--- src/rtl/led_pkg.sv ---
// Shared types and elaboration-time helpers for the multiplexed LED matrix scanner.
package led_pkg;

    typedef enum logic [1:0] {
        PH_BLANK = 2'd0,
        PH_ON    = 2'd1,
        PH_OFF   = 2'd2
    } phase_e;

    function automatic int unsigned idx_width(input int unsigned n);
        return (n <= 2) ? 1 : $clog2(n);
    endfunction

    // Yields 0 when a slot cannot hold BLANK plus a full brightness ramp; the matrix then stays dark.
    function automatic int unsigned scan_step(input int unsigned scan_div,
                                              input int unsigned blank,
                                              input int unsigned bright_w);
        if (scan_div < blank + (32'd1 << bright_w)) return 0;
        return (scan_div - blank) >> bright_w;
    endfunction

endpackage

--- src/rtl/led_frame_buf.sv ---
// Double-banked line store: the client writes the back bank, the scanner reads the front bank.
module led_frame_buf
    import led_pkg::*;
#(
    parameter  int unsigned N_COLS = 4,
    parameter  int unsigned LINE_W = 8,
    localparam int unsigned CW     = idx_width(N_COLS)
) (
    input  logic              clk,
    input  logic              rst_n,
    input  logic              wr_en,
    input  logic [CW-1:0]     wr_addr,
    input  logic [LINE_W-1:0] wr_data,
    input  logic              swap_en,
    input  logic [CW-1:0]     rd_addr,
    output logic [LINE_W-1:0] rd_data
);

    logic [LINE_W-1:0] mem_q [2][N_COLS];
    logic [LINE_W-1:0] mem_d [2][N_COLS];
    logic              front_sel_q;
    logic              front_sel_d;

    // A write coinciding with a swap lands in the old back bank, i.e. the new front.
    always_comb begin
        mem_d       = mem_q;
        front_sel_d = front_sel_q ^ swap_en;
        if (wr_en && (32'(wr_addr) < N_COLS)) begin
            mem_d[~front_sel_q][wr_addr] = wr_data;
        end
    end

    always_ff @(posedge clk or negedge rst_n) begin
        if (!rst_n) begin
            mem_q       <= '{default: '0};
            front_sel_q <= 1'b0;
        end else begin
            mem_q       <= mem_d;
            front_sel_q <= front_sel_d;
        end
    end

    assign rd_data = mem_q[front_sel_q][rd_addr];

endmodule

--- src/rtl/led_matrix_scan.sv ---
// Column-multiplexed LED matrix driver with blanking, global PWM brightness and tear-free bank swap.
module led_matrix_scan
    import led_pkg::*;
#(
    parameter  int unsigned N_COLS   = 4,
    parameter  int unsigned LINE_W   = 8,
    parameter  int unsigned SCAN_DIV = 2048,
    parameter  int unsigned BLANK    = 16,
    parameter  int unsigned BRIGHT_W = 4,
    localparam int unsigned CW       = idx_width(N_COLS)
) (
    input  logic                clk12MHz,
    input  logic                rst_n,
    input  logic                wr_en,
    input  logic [CW-1:0]       wr_addr,
    input  logic [LINE_W-1:0]   wr_data,
    input  logic                swap_req,
    output logic                swap_ack,
    input  logic [BRIGHT_W-1:0] brightness,
    output logic [LINE_W-1:0]   line_leds,
    output logic [N_COLS-1:0]   column_leds,
    output logic                frame_start
);

    localparam int unsigned   SW         = idx_width(SCAN_DIV);
    localparam int unsigned   STEP       = scan_step(SCAN_DIV, BLANK, BRIGHT_W);
    localparam logic [SW-1:0] SLOT_LAST  = SW'(SCAN_DIV - 1);
    localparam logic [SW-1:0] BLANK_LAST = SW'(BLANK - 1);
    localparam logic [CW-1:0] COL_LAST   = CW'(N_COLS - 1);

    logic [SW-1:0]       slot_cnt_q, slot_cnt_d;
    logic [CW-1:0]       col_idx_q, col_idx_d;
    logic [BRIGHT_W-1:0] bright_q, bright_d;
    logic [LINE_W-1:0]   line_q, line_d;
    phase_e              phase_q, phase_d;
    logic                swap_pend_q, swap_pend_d;
    logic                swap_ack_q, swap_ack_d;
    logic                frame_start_q, frame_start_d;
    logic [LINE_W-1:0]   line_leds_q, line_leds_d;
    logic [N_COLS-1:0]   column_leds_q, column_leds_d;

    logic                slot_wrap;
    logic                frame_end;
    logic [LINE_W-1:0]   front_word;
    logic [31:0]         on_end;

    led_frame_buf #(
        .N_COLS (N_COLS),
        .LINE_W (LINE_W)
    ) u_frame_buf (
        .clk     (clk12MHz),
        .rst_n   (rst_n),
        .wr_en   (wr_en),
        .wr_addr (wr_addr),
        .wr_data (wr_data),
        .swap_en (frame_end & swap_req),
        .rd_addr (col_idx_q),
        .rd_data (front_word)
    );

    always_comb begin
        slot_wrap  = (slot_cnt_q == SLOT_LAST);
        frame_end  = slot_wrap && (col_idx_q == COL_LAST);
        slot_cnt_d = slot_wrap ? '0 : slot_cnt_q + 1'b1;
        col_idx_d  = col_idx_q;
        if (slot_wrap) begin
            col_idx_d = (col_idx_q == COL_LAST) ? '0 : col_idx_q + 1'b1;
        end
        bright_d = (slot_cnt_q == '0) ? brightness : bright_q;
        line_d   = (slot_cnt_q == '0) ? front_word : line_q;
        on_end   = 32'(BLANK) + 32'(bright_q) * STEP;
    end

    // Phase tracks the current counter value; bright_d covers BLANK==1 where ON starts right after sampling.
    always_comb begin
        phase_d = phase_q;
        unique case (phase_q)
            PH_BLANK: begin
                if (slot_cnt_q == BLANK_LAST) begin
                    phase_d = ((32'(bright_d) * STEP) != 32'd0) ? PH_ON : PH_OFF;
                end
            end
            PH_ON: begin
                if (32'(slot_cnt_q) + 32'd1 == on_end) phase_d = PH_OFF;
            end
            PH_OFF:   phase_d = PH_OFF;
            default:  phase_d = PH_BLANK;
        endcase
        if (slot_wrap) phase_d = PH_BLANK;
    end

    always_comb begin
        frame_start_d = (slot_cnt_q == '0) && (col_idx_q == '0);
        swap_pend_d   = frame_end && swap_req;
        swap_ack_d    = swap_pend_q;
        column_leds_d = '1;
        line_leds_d   = '0;
        if (phase_q == PH_ON) begin
            column_leds_d = ~(N_COLS'(1) << col_idx_q);
            line_leds_d   = line_q;
        end
    end

    always_ff @(posedge clk12MHz or negedge rst_n) begin
        if (!rst_n) begin
            slot_cnt_q    <= '0;
            col_idx_q     <= '0;
            bright_q      <= '0;
            line_q        <= '0;
            phase_q       <= PH_BLANK;
            swap_pend_q   <= 1'b0;
            swap_ack_q    <= 1'b0;
            frame_start_q <= 1'b0;
            line_leds_q   <= '0;
            column_leds_q <= '1;
        end else begin
            slot_cnt_q    <= slot_cnt_d;
            col_idx_q     <= col_idx_d;
            bright_q      <= bright_d;
            line_q        <= line_d;
            phase_q       <= phase_d;
            swap_pend_q   <= swap_pend_d;
            swap_ack_q    <= swap_ack_d;
            frame_start_q <= frame_start_d;
            line_leds_q   <= line_leds_d;
            column_leds_q <= column_leds_d;
        end
    end

    assign swap_ack    = swap_ack_q;
    assign frame_start = frame_start_q;
    assign line_leds   = line_leds_q;
    assign column_leds = column_leds_q;

endmodule

--- config.mk ---
export PLATFORM = sky130hd
export DESIGN_NAME = led_matrix_scan
export DESIGN_NICKNAME = d
export VERILOG_FILES = /design/src/rtl/led_pkg.sv /design/src/rtl/led_frame_buf.sv /design/src/rtl/led_matrix_scan.sv
export SDC_FILE = /design/constraint.sdc
export NUM_CORES = 1
export LEC_CHECK = 0
export CAP_MARGIN = 20
export CORE_ASPECT_RATIO = 0.7
export CORE_MARGIN = 3
export CORE_UTILIZATION = 30
export DETAILED_ROUTE_END_ITERATION = 12
export GPL_TIMING_DRIVEN = 0
export HOLD_SLACK_MARGIN = 0.08
export PLACE_DENSITY_LB_ADDON = 0.05
export SYNTH_ARGS = -nofsm -noshare
export SYNTH_HDL_FRONTEND = slang
export SYNTH_SLANG_ARGS = --single-unit
--- constraint.sdc ---
create_clock -name clk12MHz -period 6.8 [get_ports clk12MHz]
set_input_delay 1.36 -clock clk12MHz [delete_from_list [all_inputs] [get_ports clk12MHz]]
set_output_delay 1.36 -clock clk12MHz [all_outputs]
set_load 0.005 [all_outputs]
# After elaboration in Yosys (flattened, before gate mapping)
# Index checks and enable logic that the tools add are counted.
[op_classes]
magnitude_cmp = 6
addsub = 4
muxes = 21
shifts = 1
bitwise_logic = 8
n_eq_ne = 8
multipliers = 2
reduce_logical = 10
[op_table]
columns = ["op", "count"]
rows = [
  ["two-way mux 32 bit", 4],
  ["bitwise mux 64 bit", 1],
  ["demux 32 bit (select 1 bit)", 1],
  ["two-way mux 8 bit", 4],
  ["multiplier 4 x 7 -> 11 bit, second input constant", 2],
  ["binary-select mux 8 bit (select 2 bit)", 1],
  ["demux 8 bit (select 2 bit)", 1],
  ["adder 11 x 1 -> 12 bit, second input constant", 1],
  ["adder 5 x 11 -> 12 bit, first input constant", 1],
  ["equality test 12 bit", 1],
  ["adder 11 x 1 -> 11 bit, second input constant", 1],
  ["equality test 11 bit, second input constant", 1],
  ["equality test 11 x 4 -> 1 bit, second input constant", 1],
  ["zero test 11 bit", 1],
  ["two-way mux 11 bit", 1],
  ["nonzero test 11 bit", 1],
  ["two-way mux 2 bit", 5],
  ["two-way mux 4 bit", 2],
  [">= comparator 3 bit, second input constant", 2],
  ["inequality test 3 bit, second input constant", 2],
  ["inverter 2 -> 3 bit", 2],
  ["one-hot mux 2 bit (3 select lines)", 1],
  ["logical AND 1 bit", 5],
  ["equality test 2 bit, second input constant", 2],
  ["13 further kinds", 16],
]
[word_totals]
out_inout_bits = 14
reg_bits = 107

# Longest topological paths before layout
# Gate-level depths: netlist of the first run.
[depth]
ltp_word = 8
mapped_depth = 24
mapped_depth_nobuf = 22

# By module
# A second synthesis of the first run with hierarchy kept.
[unflattened]
hier_cells = 490
hier_area_um2 = 6344.8
[by_module_without_submodules]
columns = ["module", "area_each_um2", "cells_each", "seq_area_each_um2", "n_inst"]
rows = [
  ["led_matrix_scan", 3293.2, 316, 1056.0, 1],
  ["led_frame_buf", 3051.7, 174, 1626.6, 1],
]

# Worst setup path after synthesis of the first run
# OpenSTA, ideal clock, no wires.
[synth_path]
path_type = "register to register"
from = "register slot_cnt_q[7]"
to = "register phase_q[0]"
stages_incl_launch_ff = 23
arrival_time_ns = 4.957
required_ns = 6.675
synth_period_minus_slack_ns = 5.082
slack_ns = 1.718
n_path_buf = 3
setup_ns = 0.125
cell_sequence = "dfrtp_1 -> buf_6 -> or4_4 -> or3_1 -> buf_2 -> clkbuf_1 -> mux2_2 -> ha_1 -> inv_1 -> ha_1 -> a311o_1 -> inv_1 -> fa_1 -> inv_1 -> ha_1 -> nand2b_1 -> a211oi_1 -> o31ai_1 -> inv_1 -> a211o_1 -> a211oi_1 -> nor3_1 -> mux2_2"
[synth_between]
elab_chain_len = 8
elab_cells_between_ends = 15
cone_classes = "add/sub (1); mul (1); eq/ne (5); mux (5); reduce/logical (3)"
[synth_lines]
columns = ["element", "line", "source"]
rows = [
  ["start, declared", "led_matrix_scan.sv:31", "logic [SW-1:0] slot_cnt_q, slot_cnt_d;"],
  ["start signal, assigned", "led_matrix_scan.sv:117", "slot_cnt_q <= slot_cnt_d;"],
  ["zero test 11 bit", "led_matrix_scan.sv:69", "bright_d = (slot_cnt_q == '0) ? brightness : bright_q;"],
  ["two-way mux 4 bit", "led_matrix_scan.sv:69", ""],
  ["via bright_d[3]", "led_matrix_scan.sv:33", "logic [BRIGHT_W-1:0] bright_q, bright_d;"],
  ["multiplier 4 x 7 -> 11 bit", "led_matrix_scan.sv:80", "phase_d = ((32'(bright_d) * STEP) != 32'd0) ? PH_ON : PH_OFF;"],
  ["nonzero test 11 bit", "led_matrix_scan.sv:80", ""],
  ["two-way mux 2 bit", "led_matrix_scan.sv:80", ""],
  ["two-way mux 2 bit", "led_matrix_scan.sv:79", "if (slot_cnt_q == BLANK_LAST) begin"],
  ["one-hot mux 2 bit (3 select lines)", "led_matrix_scan.sv:77", "unique case (phase_q)"],
  ["two-way mux 2 bit", "led_matrix_scan.sv:89", "if (slot_wrap) phase_d = PH_BLANK;"],
  ["end signal, assigned", "led_matrix_scan.sv:121", "phase_q <= phase_d;"],
  ["end, declared", "led_matrix_scan.sv:35", "phase_e phase_q, phase_d;"],
]
# The timed path passes the listed nets, and every way through them passes these cells. The select of a mux whose other input is x is not followed.
# A chain may end at the register's enable or synchronous reset.

# Final worst setup path of the first run
# Same ends and word-level chain as after synthesis.

==> results.py, run 1 <==
metrics = {
    "timing": {
        "fin_worst_skew_ns": 0.0170,
        "final.setup.tns_ns": 0,
        "rsz0062_at_grt": "false",
        "hold_violations": 0,
        "period_share_pct": 86.9,
        "slew_violations": 0,
        "setup-violations-final": 0,
        "fmax_mhz": 169,
        "whs_ns": 0.353,
        "maxSlewHeadroom_pct": 32.2,
        "tightest_slew_ns": 1.02,
        "timing.final.crit_period_ns": 5.91,
    },
    "route": {
        "drt_iter0_drc": 181,
        "dr.max_layer_used": "met4",
        "met2_length_mm": 5.56,
        "first_pass_iters": 4,
        "drc": 0,
        "drtAntennaViolNets": 0,
        "avgViaCountPerCell": 4.70,
        "num_vias": 3775,
        "met1Wirelength_mm": 7.68,
        "wl_per_cell_um": 17.1,
        "met3_length_um": 415,
        "wirelength_mm": 13.8,
    },
    "die": {
        "io_pins": 32,
        "start_util_pct": 31.3,
        "die_area_um2": 22000,
        "dieWidth_um": 176,
        "core_um2": 19300,
        "rows": 42,
        "die_h_um": 125,
    },
    "finish": {
        "final_nets": 609,
        "syn2layout_area_growth_pct": 15.7,
        "diodes": 0,
        "layout-drive-gt1-share_pct": 22.4,
    },
    "logic_synthesis": {
        "synth-seq-cells": 107,
        "avgSynthCellArea_um2": 12.3,
        "synth_top_area_share_pct": 42.5,
        "yosys.area.top_type": "dfrtp_1",
        "synth_cell_types": 52,
        "syn-num-nets": 568,
        "ys_seq_area_share_pct": 44.3,
        "synthFlopType": "dfrtp_1",
        "synth_edf_count": 0,
        "netlist_top_cells_area": "dfrtp_1 43%, mux2_2 13%, ha_1 8.9%",
        "yosys_warnings": 0,
        "netlist_area_um2": 6060,
        "synthArstFlopShare_pct": 100,
        "netlist_instances": 494,
    },
    "flow_run": {
        "max_cap_violations": 0,
    },
    "place": {
        "io_buffers": 28,
        "place_congestion": 0.783,
        "dp_hpwl_mm": 10.3,
    },
    "setup_path": {
        "critical_path.slowest_cell": "or4_4",
        "worstPathMaxFanout": 10,
        "worstSetupStartpointType": "register",
        "path_delay_family": "compound AO/OA/AOI/OAI gates",
        "critPathRequiredTime_ns": 7.03,
        "critPathKind": "reg2reg",
        "arrival_ns": 6.13,
        "cp_common_cell": "inv_1",
        "path_cells": "buf_6 > or4_4 > or3_1 > buf_2 > clkbuf_1 > mux2_2 > inv_1 > ha_1 > inv_1 > ha_1 > a311o_1 > inv_1 > fa_1 > inv_1 > ha_1 > nand3_1 > a21boi_0 > o211ai_1 > a21oi_1 > o21ai_0 > a211oi_1 > nor3_1 > mux2_2",
        "critPathBufInv": 7,
        "cp-end-kind": "register",
        "cpPeakStageDelay_ns": 0.58,
    },
    "power_and_ir_drop": {
        "vdd_ir_drop_max_v": 0.000120,
        "leakage_nw": 3.19,
        "p_per_area_nw_per_um2": 229,
    },
    "run_status": {
        "outcome": "complete, no violations",
    },
    "cts": {
        "clockRootBuffer": "clkbuf_16",
        "htreeDepth": 3,
        "ctsHoldBuffers": 0,
        "cts-resized-gates": 0,
        "cts_buffer_depth": 2,
        "post_cts_buffers": 0,
        "clk_pin_slew_ns": 0.08,
        "cts_tree": "done",
        "cts_sinks": 107,
        "cts_buffers": 9,
        "insertion_delay_ns": 0.35,
    },
    "global_route": {
        "grtUsageTotal_pct": 13.1,
        "antenna_found_initial": 0,
        "grt_pass1_vias": 3950,
        "grt.overflow.total": 0,
        "grt_max_degree": 72,
        "grt_pass1_wl_mm": 22.2,
    },
    "worst_hold_path": {
        "hold_path_class": "reg2reg",
    },
}
-- where the power goes --
part | total, mW | leakage, nW | switching (mW) | internal (mW)
registers | 0.709 | 1.39 | 0.0250 | 0.684
clock network | 0.502 | 0.144 | 0.247 | 0.255
logic | 0.391 | 1.66 | 0.208 | 0.184
-- state kept, by name, indices dropped and copies added (netlist names) --
name / count
u_frame_buf.mem_q: 64
slot_cnt_q: 11
line_leds: 8
line_q: 8
bright_q: 4
column_leds: 4
col_idx_q: 2
phase_q: 2
frame_start: 1
swap_ack: 1
swap_ack_d: 1
u_frame_buf.front_sel_q: 1
-- layout by cell type, fill, tap and decap left out, types with 11 or more instances in the layout --
cell type / n
mux2_2: 69
inv_1: 38
dfrtp_1: 103
ha_1: 43
mux4_2: 16
fa_1: 13
clkdlybuf4s50_1: 27
xnor2_1: 17
nand2_1: 24
clkbuf_1: 11
nor2_1: 16
mux2i_1: 13
o21ai_0: 18
-- cell families (layout without fill, tap and decap cells) --
kind of cell	Yosys count	count (layout)	share of synthesized area, %
adders and majority gates	56	56	13.2
muxes	98	98	20.9
buffers and inverters	54	100	3.49
DFF	107	107	44.3
AOI/OAI and AO/OA	51	51	5.45
xor gates and xnor gates	27	27	3.90
and+or+nand+nor	101	101	8.83
-- worst paths after layout --
check,depth (start not counted),end,slack (ns),start
worst max-delay path,23,phase_q[0]$_DFFE_PN0P_,0.89,slot_cnt_q[7]$_DFF_PN0_
worst min-delay path,0,swap_ack$_DFF_PN0_,0.35,swap_ack_d$_DFF_PN0_
worst max register to register,23,phase_q[0]$_DFFE_PN0P_,0.89,slot_cnt_q[7]$_DFF_PN0_
worst min register to register,0,swap_ack$_DFF_PN0_,0.35,swap_ack_d$_DFF_PN0_
max in group asynchronous,2,u_frame_buf.mem_q[61]$_DFFE_PN0P_,5.10,rst_n
min in group asynchronous,1,slot_cnt_q[4]$_DFF_PN0_,0.97,rst_n
-- per-stage QoR --
stage	instance area, um^2	utilization (%)	setup WS, ns	power (mW)	instances
after floorplan	6060	-	1.72	0.999	494
after global placement	6670	34.5	0.211	1.11	786
after detailed placement	6730	34.8	0.887	1.12	788
after CTS	7010	36.3	0.847	1.63	804
after global routing	7010	36.3	0.463	1.71	804
final	7010	36.3	0.893	1.60	804
-- cell usage after synthesis (4+ instances only) --
cell and count:
dfrtp_1 103, mux2_2 69, ha_1 43, inv_1 38, nand2_1 24, o21ai_0 18, xnor2_1 17, mux4_2 16
nor2_1 16, fa_1 13, mux2i_1 13, clkbuf_1 11, a21oi_1 10, and2_1 10, xor2_1 10, nand2b_1 8
nand3_1 8, nor3_1 8, or3_1 5, dfstp_2 4
-- layer usage --
metal	up-vias	track usage (%)
met3	11	2.82
li1	1823	-
met4	0	2.93
met5	-	0
met1	1905	20.6
met2	36	18.2
-- layout make-up --
cell class | count | area (um^2)
Fill cell | 1949 | 12300
Multi-Input combinational cell | 333 | 3190
Sequential cell | 107 | 2680
Tap cell | 264 | 330
Timing Repair Buffer | 30 | 317
Clock buffer | 9 | 225
Inverter | 39 | 146
Buffer | 15 | 65.1
Clock inverter | 7 | 58.8
(Power assumes the default switching activity.)
==> run 2: changes to the inputs <==
--- a/config.mk
+++ b/config.mk
@@ -9,10 +9,12 @@
 export CORE_ASPECT_RATIO = 0.7
 export CORE_MARGIN = 3
 export CORE_UTILIZATION = 30
+export CTS_CLUSTER_SIZE = 28
 export DETAILED_ROUTE_END_ITERATION = 12
 export GPL_TIMING_DRIVEN = 0
 export HOLD_SLACK_MARGIN = 0.08
 export PLACE_DENSITY_LB_ADDON = 0.05
 export SYNTH_ARGS = -nofsm -noshare
 export SYNTH_HDL_FRONTEND = slang
+export SYNTH_HIERARCHICAL = 1
 export SYNTH_SLANG_ARGS = --single-unit
==> results.py, run 2 <==
metrics = {
    "logic_synthesis": {
        "netlist_instances": 490,
        "yosysMostFrequentCell": "dfrtp_1",
        "synth_edf_count": 0,
        "synth_top_area_share_pct": 40.6,
        "avgSynthCellArea_um2": 12.9,
        "synthArstFlopShare_pct": 100,
        "netlist_area_um2": 6340,
        "synth-seq-cells": 107,
        "synth_cell_types": 63,
        "syn-num-nets": 565,
        "ys_seq_area_share_pct": 42.3,
        "synthFlopType": "dfrtp_1",
        "yosys_warnings": 6,
        "yosys.area.top_type": "dfrtp_1",
        "yosys-top-cells-count": "103 x dfrtp_1, 83 x mux2_2, 45 x ha_1",
        "netlist_top_cells_area": "dfrtp_1 41%, mux2_2 15%, ha_1 8.9%",
    },
    "route": {
        "drtAntennaViolNets": 0,
        "drc": 0,
        "num_vias": 3869,
        "drt_iter0_drc": 205,
        "wirelength_mm": 14.2,
        "avgViaCountPerCell": 4.81,
        "wl_per_cell_um": 17.6,
        "first_pass_iters": 8,
    },
    "timing": {
        "maxSlewHeadroom_pct": 42.8,
        "fin_worst_skew_ns": 0.00820,
        "timing.final.crit_period_ns": 5.48,
        "whs_ns": 0.355,
        "hold_violations": 0,
        "period_share_pct": 80.6,
        "slew_violations": 0,
        "rsz0062_at_grt": "false",
        "fmax_mhz": 183,
        "final.setup.tns_ns": 0,
        "tightest_slew_ns": 0.855,
        "setup-violations-final": 0,
    },
    "power_and_ir_drop": {
        "leakage_nw": 3.35,
        "p_per_area_nw_per_um2": 213,
        "power_mw": 1.55,
        "vdd_ir_drop_max_v": 0.000119,
    },
    "cts": {
        "insertion_delay_ns": 0.35,
        "clockRootBuffer": "clkbuf_16",
        "cts_buffer_depth": 2,
        "cts_sinks": 107,
        "cts_tree": "done",
        "cts_buffers": 9,
        "cts-resized-gates": 0,
        "clk_pin_slew_ns": 0.07,
        "htreeDepth": 3,
        "post_cts_buffers": 0,
        "ctsHoldBuffers": 0,
    },
    "worst_hold_path": {
        "hold_path_class": "reg2reg",
        "min_from": "swap_ack_d$_DFF_PN0_",
        "min_to": "swap_ack$_DFF_PN0_",
        "min_path_cells": 0,
    },
    "setup_path": {
        "worstPathMaxFanout": 10,
        "cp-end-kind": "register",
        "critPathRequiredTime_ns": 7.05,
        "worstSetupStartpointType": "register",
        "critPathKind": "reg2reg",
        "r2r_slack_ns": 1.32,
        "reg2reg_depth": 20,
        "r2r-start": "slot_cnt_q[0]$_DFF_PN0_",
        "arrival_ns": 5.73,
        "regToRegEndpoint": "phase_q[1]$_DFFE_PN0P_",
    },
    "global_route": {
        "grt.overflow.total": 0,
        "antenna_found_initial": 0,
        "grtUsageTotal_pct": 13.2,
        "grt_pass1_vias": 4008,
        "grt_pass1_wl_mm": 23.6,
        "grt_max_degree": 66,
    },
    "place": {
        "io_buffers": 28,
        "place_congestion": 0.787,
        "dp_cells": 789,
        "dp_hpwl_mm": 10.4,
    },
    "finish": {
        "final_nets": 605,
        "seq_area_um2": 2680,
        "layout_commonest_cell": "dfrtp_1",
        "final_cells": 805,
        "syn2layout_area_growth_pct": 15.1,
        "layout-drive-gt1-share_pct": 26.2,
        "top_register": "u_frame_buf/mem_q",
        "fillers": 1948,
        "multi_input_area_um2": 3440,
        "layout_common_cells": "103 x dfrtp_1, 83 x mux2_2, 45 x ha_1",
        "diodes": 0,
        "largest_register_ff_count": 64,
        "reg.largest.list": "u_frame_buf/mem_q: 64 flops, slot_cnt_q: 11 flops",
    },
    "die": {
        "die_area_um2": 23000,
        "start_util_pct": 31.3,
        "core_um2": 20300,
        "io_pins": 32,
        "dieWidth_um": 180,
        "die_h_um": 128,
        "rows": 43,
    },
    "flow_run": {
        "max_cap_violations": 0,
    },
    "run_status": {
        "outcome": "complete, no violations",
    },
}
run 2: worst max path at each step:
stage	start	endpoint	cells past startpoint	slack, ns
finish	slot_cnt_q[0]$_DFF_PN0_	phase_q[1]$_DFFE_PN0P_	20	1.32
CTS	slot_cnt_q[0]$_DFF_PN0_	phase_q[1]$_DFFE_PN0P_	20	1.23
detailed placement	brightness[3]	phase_q[1]$_DFFE_PN0P_	17	1.19
global route	slot_cnt_q[0]$_DFF_PN0_	phase_q[1]$_DFFE_PN0P_	20	0.93
floorplan	brightness[3]	phase_q[1]$_DFFE_PN0P_	16	2.00
global placement	rst_n	u_frame_buf/mem_q[29]$_DFFE_PN0P_	1	0.11
run 2: area by class of cell:
cell class,count,area share (%)
clock buffer,10,3.27
inverter,34,1.75
sequential,107,36.7
clock inverter,6,1.01
buffer,17,1.30
multi-input combinational,332,47.1
timing repair buffer,29,4.18
tap,270,4.63
run 2: stage by stage:
| step | utilization [%] | instance area (um^2) | setup WS (ns) |
|---|---|---|---|
| after floorplan | - | 6340 | 2.00 |
| after global placement | 34.3 | 6960 | 0.110 |
| after detailed placement | 34.5 | 6990 | 1.19 |
| after CTS | 36.0 | 7300 | 1.23 |
| after global routing | 36.0 | 7300 | 0.931 |
| final | 36.0 | 7300 | 1.32 |
run 2: cell families (layout without fill, tap and decap cells):
kind of cell             count (synthesis)  after routing  share of synthesized area, %
AO/OA/AOI/OAI                           40             40                          4.77
XOR/XNOR                                26             26                          4.04
adder cells (fa/ha/maj)                 57             57                          12.7
buffers and inverters                   51             96                          3.51
flip-flops                             107            107                          42.3
multiplexers                           105            105                          22.3
AND/OR/NAND/NOR                        104            104                          10.4
run 2: layer usage:
metal,vias up,GRT usage [%],share of wire (%)
li1,1848,-,-
met3,7,3.09,3.3
met5,-,0,0
met2,54,17.4,38
met4,0,2.59,0.73
met1,1960,21.6,58
run 2: worst max-delay path: stages, from the launching register on:
cell and delay, ns:
dfrtp_1 0.53, inv_2 0.08, ha_1 0.24, nand4_4 0.13, buf_1 0.57, mux2_2 0.43, ha_1 0.33, inv_1 0.07
ha_1 0.21, or2_2 0.33, inv_1 0.13, fa_1 0.43, inv_1 0.09, ha_1 0.29, a21oi_1 0.20, a21oi_1 0.12
nor3_1 0.26, o22ai_1 0.12, a2111o_1 0.47, o21ba_1 0.19, o41ai_2 0.18
run 2: power breakdown:
group	total, mW	internal [mW]	switching, mW
Sequential	0.692	0.673	0.0192
Clock	0.548	0.300	0.249
Combinational	0.314	0.150	0.164
Total	1.55	1.12	0.431
